<file path="src/rtl/stone_renderer.sv">
// Walks the item RAM once per frame-start pulse and paints each visible item as a square.
// Define STONE_RENDER_ERASE_EN to paint invisible items in BG_COLOUR instead of skipping them.
module stone_renderer #(
    parameter int unsigned ITEM_SIZE   = 16,
    parameter int unsigned RAM_LAT     = 2,
    parameter int unsigned SCREEN_W    = 320,
    parameter int unsigned SCREEN_H    = 240,
    parameter logic [2:0]  COL_STONE   = 3'b111,
    parameter logic [2:0]  COL_GOLD    = 3'b110,
    parameter logic [2:0]  COL_DIAMOND = 3'b011,
`ifdef STONE_RENDER_ERASE_EN
    parameter logic [2:0]  BG_COLOUR   = 3'b000,
`endif
    parameter logic [2:0]  COL_OTHER   = 3'b100
) (
    input  logic        clock,
    input  logic        resetn,
    input  logic        start,
    input  logic [3:0]  quantity,
    input  logic [31:0] ram_data,
    output logic        draw_stone_flag,
    output logic [3:0]  draw_index,
    output logic [8:0]  vga_x,
    output logic [7:0]  vga_y,
    output logic [2:0]  colour,
    output logic        plot,
    output logic        done
);

    localparam int unsigned SH       = $clog2(ITEM_SIZE);
    localparam logic [7:0]  LAST_PIX = 8'(ITEM_SIZE * ITEM_SIZE - 1);
    localparam logic [7:0]  OFS_MASK = 8'(ITEM_SIZE - 1);
    localparam logic [3:0]  LAT_INIT = 4'(RAM_LAT - 1);

    typedef enum logic [2:0] {IDLE, ADDR, WAIT, LATCH, PLOT, NEXT, DONE} state_t;

    state_t      state, state_n;
    logic [8:0]  px, px_n;
    logic [7:0]  py, py_n;
    logic [3:0]  wcnt, wcnt_n;
    logic [7:0]  pix, pix_n;
    logic        flag_n, done_n, plot_n;
    logic [3:0]  idx_n;
    logic [8:0]  x_n;
    logic [7:0]  y_n;
    logic [2:0]  col_n, type_col;

    logic [8:0]  bx;
    logic [7:0]  by, p, dx, dy;
    logic [9:0]  sx;
    logic [8:0]  sy;
    logic        in_bounds, go_plot;

    logic unused_ram_bits;
    assign unused_ram_bits = ^{ram_data[31:28], ram_data[18:15], ram_data[6:4], ram_data[0]};

    always_comb begin
        unique case (ram_data[3:2])
            2'b00:   type_col = COL_STONE;
            2'b01:   type_col = COL_GOLD;
            2'b10:   type_col = COL_DIAMOND;
            default: type_col = COL_OTHER;
        endcase
    end

    // LATCH emits pixel 0 straight from ram_data so the first plot lands in the first PLOT cycle;
    // PLOT then emits pixel pix+1, which keeps the item at exactly ITEM_SIZE^2 plot cycles.
    always_comb begin
        bx        = (state == LATCH) ? ram_data[27:19] : px;
        by        = (state == LATCH) ? ram_data[14:7]  : py;
        p         = (state == LATCH) ? 8'd0 : pix + 8'd1;
        dx        = p & OFS_MASK;
        dy        = p >> SH;
        sx        = {1'b0, bx} + {2'b00, dx};
        sy        = {1'b0, by} + {1'b0, dy};
        in_bounds = (sx < 10'(SCREEN_W)) && (sy < 9'(SCREEN_H));
`ifdef STONE_RENDER_ERASE_EN
        go_plot   = 1'b1;
`else
        go_plot   = ram_data[1];
`endif
    end

    always_comb begin
        state_n = state;
        px_n    = px;
        py_n    = py;
        wcnt_n  = wcnt;
        pix_n   = pix;
        flag_n  = draw_stone_flag;
        idx_n   = draw_index;
        x_n     = vga_x;
        y_n     = vga_y;
        col_n   = colour;
        plot_n  = plot;
        done_n  = 1'b0;
        unique case (state)
            IDLE: begin
                if (start) begin
                    if (quantity == 4'd0) begin
                        state_n = DONE;
                    end else begin
                        state_n = ADDR;
                        idx_n   = '0;
                        flag_n  = 1'b1;
                    end
                end
            end
            ADDR: begin
                state_n = WAIT;
                wcnt_n  = LAT_INIT;
            end
            WAIT: begin
                if (wcnt == 4'd0) state_n = LATCH;
                else              wcnt_n  = wcnt - 4'd1;
            end
            LATCH: begin
                px_n  = ram_data[27:19];
                py_n  = ram_data[14:7];
                pix_n = '0;
                if (go_plot) begin
                    state_n = PLOT;
                    x_n     = sx[8:0];
                    y_n     = sy[7:0];
                    plot_n  = in_bounds;
`ifdef STONE_RENDER_ERASE_EN
                    col_n   = ram_data[1] ? type_col : BG_COLOUR;
`else
                    col_n   = type_col;
`endif
                end else begin
                    state_n = NEXT;
                end
            end
            PLOT: begin
                if (pix == LAST_PIX) begin
                    state_n = NEXT;
                    plot_n  = 1'b0;
                end else begin
                    pix_n  = pix + 8'd1;
                    x_n    = sx[8:0];
                    y_n    = sy[7:0];
                    plot_n = in_bounds;
                end
            end
            NEXT: begin
                if (({1'b0, draw_index} + 5'd1 >= {1'b0, quantity}) || (draw_index == 4'hF)) begin
                    state_n = DONE;
                end else begin
                    state_n = ADDR;
                    idx_n   = draw_index + 4'd1;
                end
            end
            DONE: begin
                state_n = IDLE;
                flag_n  = 1'b0;
                done_n  = 1'b1;
                idx_n   = '0;
            end
            default: state_n = IDLE;
        endcase
    end

    always_ff @(posedge clock) begin
        if (!resetn) begin
            state           <= IDLE;
            px              <= '0;
            py              <= '0;
            wcnt            <= '0;
            pix             <= '0;
            draw_stone_flag <= 1'b0;
            draw_index      <= '0;
            vga_x           <= '0;
            vga_y           <= '0;
            colour          <= '0;
            plot            <= 1'b0;
            done            <= 1'b0;
        end else begin
            state           <= state_n;
            px              <= px_n;
            py              <= py_n;
            wcnt            <= wcnt_n;
            pix             <= pix_n;
            draw_stone_flag <= flag_n;
            draw_index      <= idx_n;
            vga_x           <= x_n;
            vga_y           <= y_n;
            colour          <= col_n;
            plot            <= plot_n;
            done            <= done_n;
        end
    end

endmodule

</file>
<file path="config.mk">
export PLATFORM = sky130hd
export DESIGN_NAME = stone_renderer
export DESIGN_NICKNAME = d
export VERILOG_FILES = /design/src/rtl/stone_renderer.sv
export SDC_FILE = /design/constraint.sdc
export NUM_CORES = 1
export LEC_CHECK = 0
export CORE_AREA = 8 8 94 96
export DETAILED_ROUTE_END_ITERATION = 10
export DIE_AREA = 0 0 102 104
export PLACE_DENSITY = 0.73
export SETUP_SLACK_MARGIN = 0.3
export SKIP_CTS_REPAIR_TIMING = 1
export SKIP_LAST_GASP = 1
export SLEW_MARGIN = 5
export SYNTH_ARGS = -nofsm -noshare
export SYNTH_HDL_FRONTEND = slang
export SYNTH_SLANG_ARGS = --single-unit
</file>
<file path="constraint.sdc">
create_clock -name clock -period 2.77 [get_ports clock]
set_input_delay 0.554 -clock clock [delete_from_list [all_inputs] [get_ports clock]]
set_output_delay 0.554 -clock clock [all_outputs]
set_load 0.1 [all_outputs]
</file>
# After elaboration in Yosys (flattened, before gate mapping)
# Cells that the tools add are included.
# op_classes
addsub	6
multipliers	0
div_mod_pow	0
n_lt_le_gt_ge	3
eq_ne	18
shift	0
muxes	32
bitwise_logic	0
reduce_logical	18
# op_table
operator	n
$mux W8	5
$pmux W8 S2	2
$mux W9	3
$pmux W3 S6	1
$pmux W9 S2	1
$mux W4	4
$ne A2 B2 Y1 const B	8
$mux W3	5
$pmux W4 S3	1
$add A9 B4 Y10	1
$lt A10 B9 Y1 const B	1
$add A8 B4 Y9	1
$eq A3 B3 Y1 const B	3
$lt A9 B8 Y1 const B	1
$pmux W3 S3	1
$reduce_and A3 Y1	3
$add A8 B1 Y8 const B	1
$eq A8 B8 Y1 const B	1
$logic_not A4 Y1	2
$pmux W4 S2	1
$reduce_and A2 Y1	4
$eq A3 B2 Y1 const B	2
$mux W1	6
$reduce_bool A2 Y1	3
other kinds (15)	16
# totals
reg_bits	59
latch_bits	0
ram_bits	0
mem_bits_ro	0
input_bits	39
memories	0

# Longest topological paths before layout
# depth
ltp_word	7
mapped_depth	14
depth_no_buf	12

# Least setup slack after synthesis
# Ideal clock, no wire load.
# synth_timing
kind	flip-flop to flip-flop
from	register state[0]
to	register plot
setup_ps	87
arrival_time_ps	2946
setup_slack_ps	-263
stages_incl_launch_ff	14
path_buffers	3
period_less_slack_ps	3033
path_cell_list	dfxtp_1 and3b_1 buf_2 buf_2 buf_1 nor2_1 ha_1 fa_1 a21o_1 a21oi_1 nor2_1 nor3_2 a21oi_1 nor4b_2
# synth_between
elab_chain_len	7
word_cells_on_any_way	16
cone_classes	add/sub: 2; order compare: 2; eq/ne: 3; mux: 6; reduce/logical: 3
# synth_lines
element	line	source
from (decl)	37	state_t state, state_n;
from (signal assigned)	179	state <= state_n;
$eq A3 B2 Y1	--	
$mux W9, or another cell as far along	--	
$add A9 B4 Y10 / $add A8 B4 Y9 (equally long branches)	74, 75	
$lt A10 B9 Y1 / $lt A9 B8 Y1 (equally long branches)	76	in_bounds = (sx < 10'(SCREEN_W)) && (sy < 9'(SCREEN_H));
$logic_and A1 B1 Y1	76	
$mux W1, on equally long branches	136, 121	
$pmux W1 S2	97	unique case (state)
to (signal assigned)	189	plot <= plot_n;
to (decl)	26	output logic plot,
# Parallel ways exist; a longest one is shown, timed or not. The select of a mux whose other input is x is not followed.
# A chain may end at the register's enable or synchronous reset.

# Final worst setup path
# layout_timing
from	register pix[0]
to	register plot
# layout_between
elab_chain_len	7
word_cells_on_any_way	11
cone_classes	add/sub: 3; order compare: 2; eq/ne: 1; mux: 4; reduce/logical: 1
# layout_lines
element	line	source
from (decl)	41	logic [7:0] pix, pix_n;
from (signal assigned)	183	pix <= pix_n;
$add A8 B1 Y8	71	p = (state == LATCH) ? 8'd0 : pix + 8'd1;
$mux W8	71	
$add A9 B4 Y10 / $add A8 B4 Y9 (equally long branches)	74, 75	
$lt A10 B9 Y1 / $lt A9 B8 Y1 (equally long branches)	76	
$logic_and A1 B1 Y1	76	
$mux W1, on equally long branches	136, 121	
$pmux W1 S2 *	97	
# Every way passes the cells marked *; elsewhere a longest branch is shown, timed or not. The select of a mux whose other input is x is not followed.

==> flow_summary.yaml <==
worst_hold_path:
  holdCritPathClass: "reg2reg"
  holdCritStartpoint: "vga_x[2]"
  hold_end: "vga_x[2]"
  hold_depth: 2
timing:
  finalCriticalPeriod_ps: 2589
  hold_viol: 0
  finalClockSkew_ps: 7.652
  fmax_mhz: 386.3
  max_slew_margin_pct: 54.19
  worst_pin_slew_ps: 668.1
  maxSlewViolCount: 0
  final.period_utilization_pct: 93.45
  fin_tns_setup_ps: 0
  holdWs_ps: 453.7
  finalSetupViolCount: 0
  rsz0062_at_grt: "yes"
synthesis:
  synth_warnings: 0
  synth-seq-cells: 59
  syn_area_um2: 3239
  netlist_top_cells_area: "dfxtp_1 36%, nand2_1 6.7%, ha_1 6.2%"
  syn_avg_cell_area_um2: 8.058
  async_reset_ff_share_pct: 0
  synth_edf_count: 0
  synth_nets: 459
  ys.flop_type: "dfxtp_1"
  synth_top_area_share_pct: 36.46
  yosysUniqueCellTypes: 55
  seq_area_frac_synth_pct: 36.46
  synth_cells: 402
  yosysTopAreaCell: "dfxtp_1"
critical_path:
  reg2reg_depth: 12
  regToRegSetupSlack_ps: 180
  crit_fanout: 6
  cp.required_ps: 3030
  cp-startpoint: "pix[0]"
  crit_path_start_kind: "flip-flop"
  worstSetupEndpointType: "flip-flop"
  arrival_ps: 2850
  rr_startpoint: "pix[0]"
  path_class: "reg2reg"
  r2r_end: "plot"
power:
  p_int_mw: 1.718
  seq_power_share_pct: 37.2
  power_leakage_nw: 1.866
  peakVddDrop_uv: 354.0
  swShare_pct: 32.48
  p_comb_share_pct: 27.6
  p_switching_uw: 826.7
  powerDensity_nw_per_um2: 575.4
  power_frac_clock_pct: 35.2
  total_power_mw: 2.545
floorplan:
  die_w_um: 102
  num_io_pins: 66
  initial_core_util_pct: 43.50
  die_y_um: 104
  die-area_um2: 10610
  core.rowCount: 32
  coreArea_um2: 7447
placed_design:
  placed_area_um2: 4015
  port_buffers: 53
  dp_hpwl_mm: 6.009
  routabilityCongestion: 0.8212
run_status:
  status: "finished, final reports clean"
layout:
  num-fill-cells: 698
  final_util_pct: 59.39
  drive_above_1_share_pct: 23.87
  syn_to_final_growth_pct: 36.54
  nets: 538
  diodes: 0
  design_area_um2: 4423
clocking:
  clkSlewWorstSetupHoldPaths_ps: 70
  cts_num_sinks: 59
  cts_root_buf: "clkbuf_8"
  cts_tree: "built"
  clock_latency_ps: 340
  cts_buffer_depth: 2
  ctsHtreeMaxLevel: 3
  cts_buffers: 9
drt:
  ant_nets: 0
  routedWlPerCell_um: 14.43
  routed_via_density: 5.310
  drt_iter0_drc: 122
  drc: 0
  vias: 3122
  wl_mm: 8.485
  first_pass_iters: 4
global_routing:
  grt_pass1_vias: 3012
  track_usage_pct: 15.71
  antenna_found_initial: 0
  grt_max_degree: 39
  grt_pass1_wl_mm: 13.56
  overflow: 0
job:
  drv_cap: 0
-- layer usage --
metal / global-route usage, % / vias to the layer above / routed length, um
li1: - / 1570 / -
met1: 18.87 / 1456 / 3650
met2: 26.10 / 83 / 4240
met3: 2.744 / 13 / 436
met4: 7.450 / 0 / 157
met5: 0 / - / 0
-- worst max-delay path by stage --
stage,cells past startpoint,slack [ps],to
final,12,180,plot
after global routing,12,30,plot
after CTS,11,7,plot
after detailed placement,11,-60,plot
after global placement,11,-10,plot
after floorplan,12,220,plot
-- worst max-delay path, cell delays in order, from the launching register on --
cell and delay, ps:
dfxtp_4 380, ha_4 130, and3_4 190, xnor2_2 100, nor2_1 60, ha_2 200, fa_2 400, a21o_1 190
a21oi_4 260, nand2b_4 180, a21oi_1 70, o21ai_1 140, nor4b_4 180
-- registers in the layout (all words and copies together) (netlist names), 3 cells and up --
| name | flops |
|---|---|
| colour | 3 |
| draw_index | 4 |
| pix | 8 |
| px | 9 |
| py | 8 |
| state | 3 |
| vga_x | 9 |
| vga_y | 8 |
| wcnt | 4 |
-- cell type report --
class / count / area, um^2 / area share (%)
Tap cell: 102 / 127.6 / 2.885
Clock buffer: 11 / 151.4 / 3.423
Sequential cell: 59 / 1195 / 27.02
Multi-Input combinational cell: 307 / 2049 / 46.34
Clock inverter: 5 / 75.07 / 1.697
Inverter: 18 / 67.56 / 1.528
Timing Repair Buffer: 86 / 757.0 / 17.11
-- cells by family after synthesis --
logic type | synth area share (%)
AND/OR/NAND/NOR | 24.06
AO/OA/AOI/OAI | 18.12
flip-flops | 36.46
buffers and inverters | 4.828
XOR/XNOR | 4.867
adder cells (fa/ha/maj) | 7.416
multiplexers | 4.249
-- power by group through the flow --
stage | combinational, mW | sequential [mW] | clock (mW)
after floorplan | 0.353 | 1.11 | 0
after global placement | 0.662 | 0.961 | 0
after detailed placement | 0.672 | 0.962 | 0
after CTS | 0.675 | 0.944 | 0.911
after global routing | 0.760 | 0.953 | 0.943
final | 0.701 | 0.948 | 0.896
-- per-stage QoR --
stage               setup slack (ps)  std cells
finish                         181.3        588
global route                   32.02        588
CTS                            7.230        578
detailed placement            -56.38        562
global placement              -11.05        562
floorplan                      218.7        402
-- cells in the mapped netlist (6+ instances only) --
library cell	instances
nor3_1	6
a211oi_1	8
nand3_1	16
nor2_1	46
a21oi_1	36
clkbuf_1	10
and3_1	6
dfxtp_1	59
inv_1	18
mux2i_1	9
nand2_1	58
o21ai_0	15
ha_1	16
xnor2_1	14
-- placed cells by master (no fill, tap or decap), types with 4 or more instances in the layout --
cell / netlist / layout
dfxtp_2: 0 / 5
mux2i_1: 9 / 8
xnor2_1: 14 / 13
clkdlybuf4s50_1: 0 / 26
inv_1: 18 / 18
dfxtp_1: 59 / 52
a211oi_1: 8 / 7
a21oi_1: 36 / 33
o22ai_1: 5 / 5
nand3_1: 16 / 16
nor3b_1: 4 / 4
nand2_1: 58 / 57
ha_1: 16 / 13
xor2_1: 4 / 4
o21ai_0: 15 / 13
and3_1: 6 / 5
a31oi_1: 5 / 5
a21o_1: 4 / 4
nor2_1: 46 / 43
nor3_1: 6 / 5
buf_4: 0 / 56
clkbuf_8: 0 / 11
No activity file was read; power rests on OpenSTA's default activity.
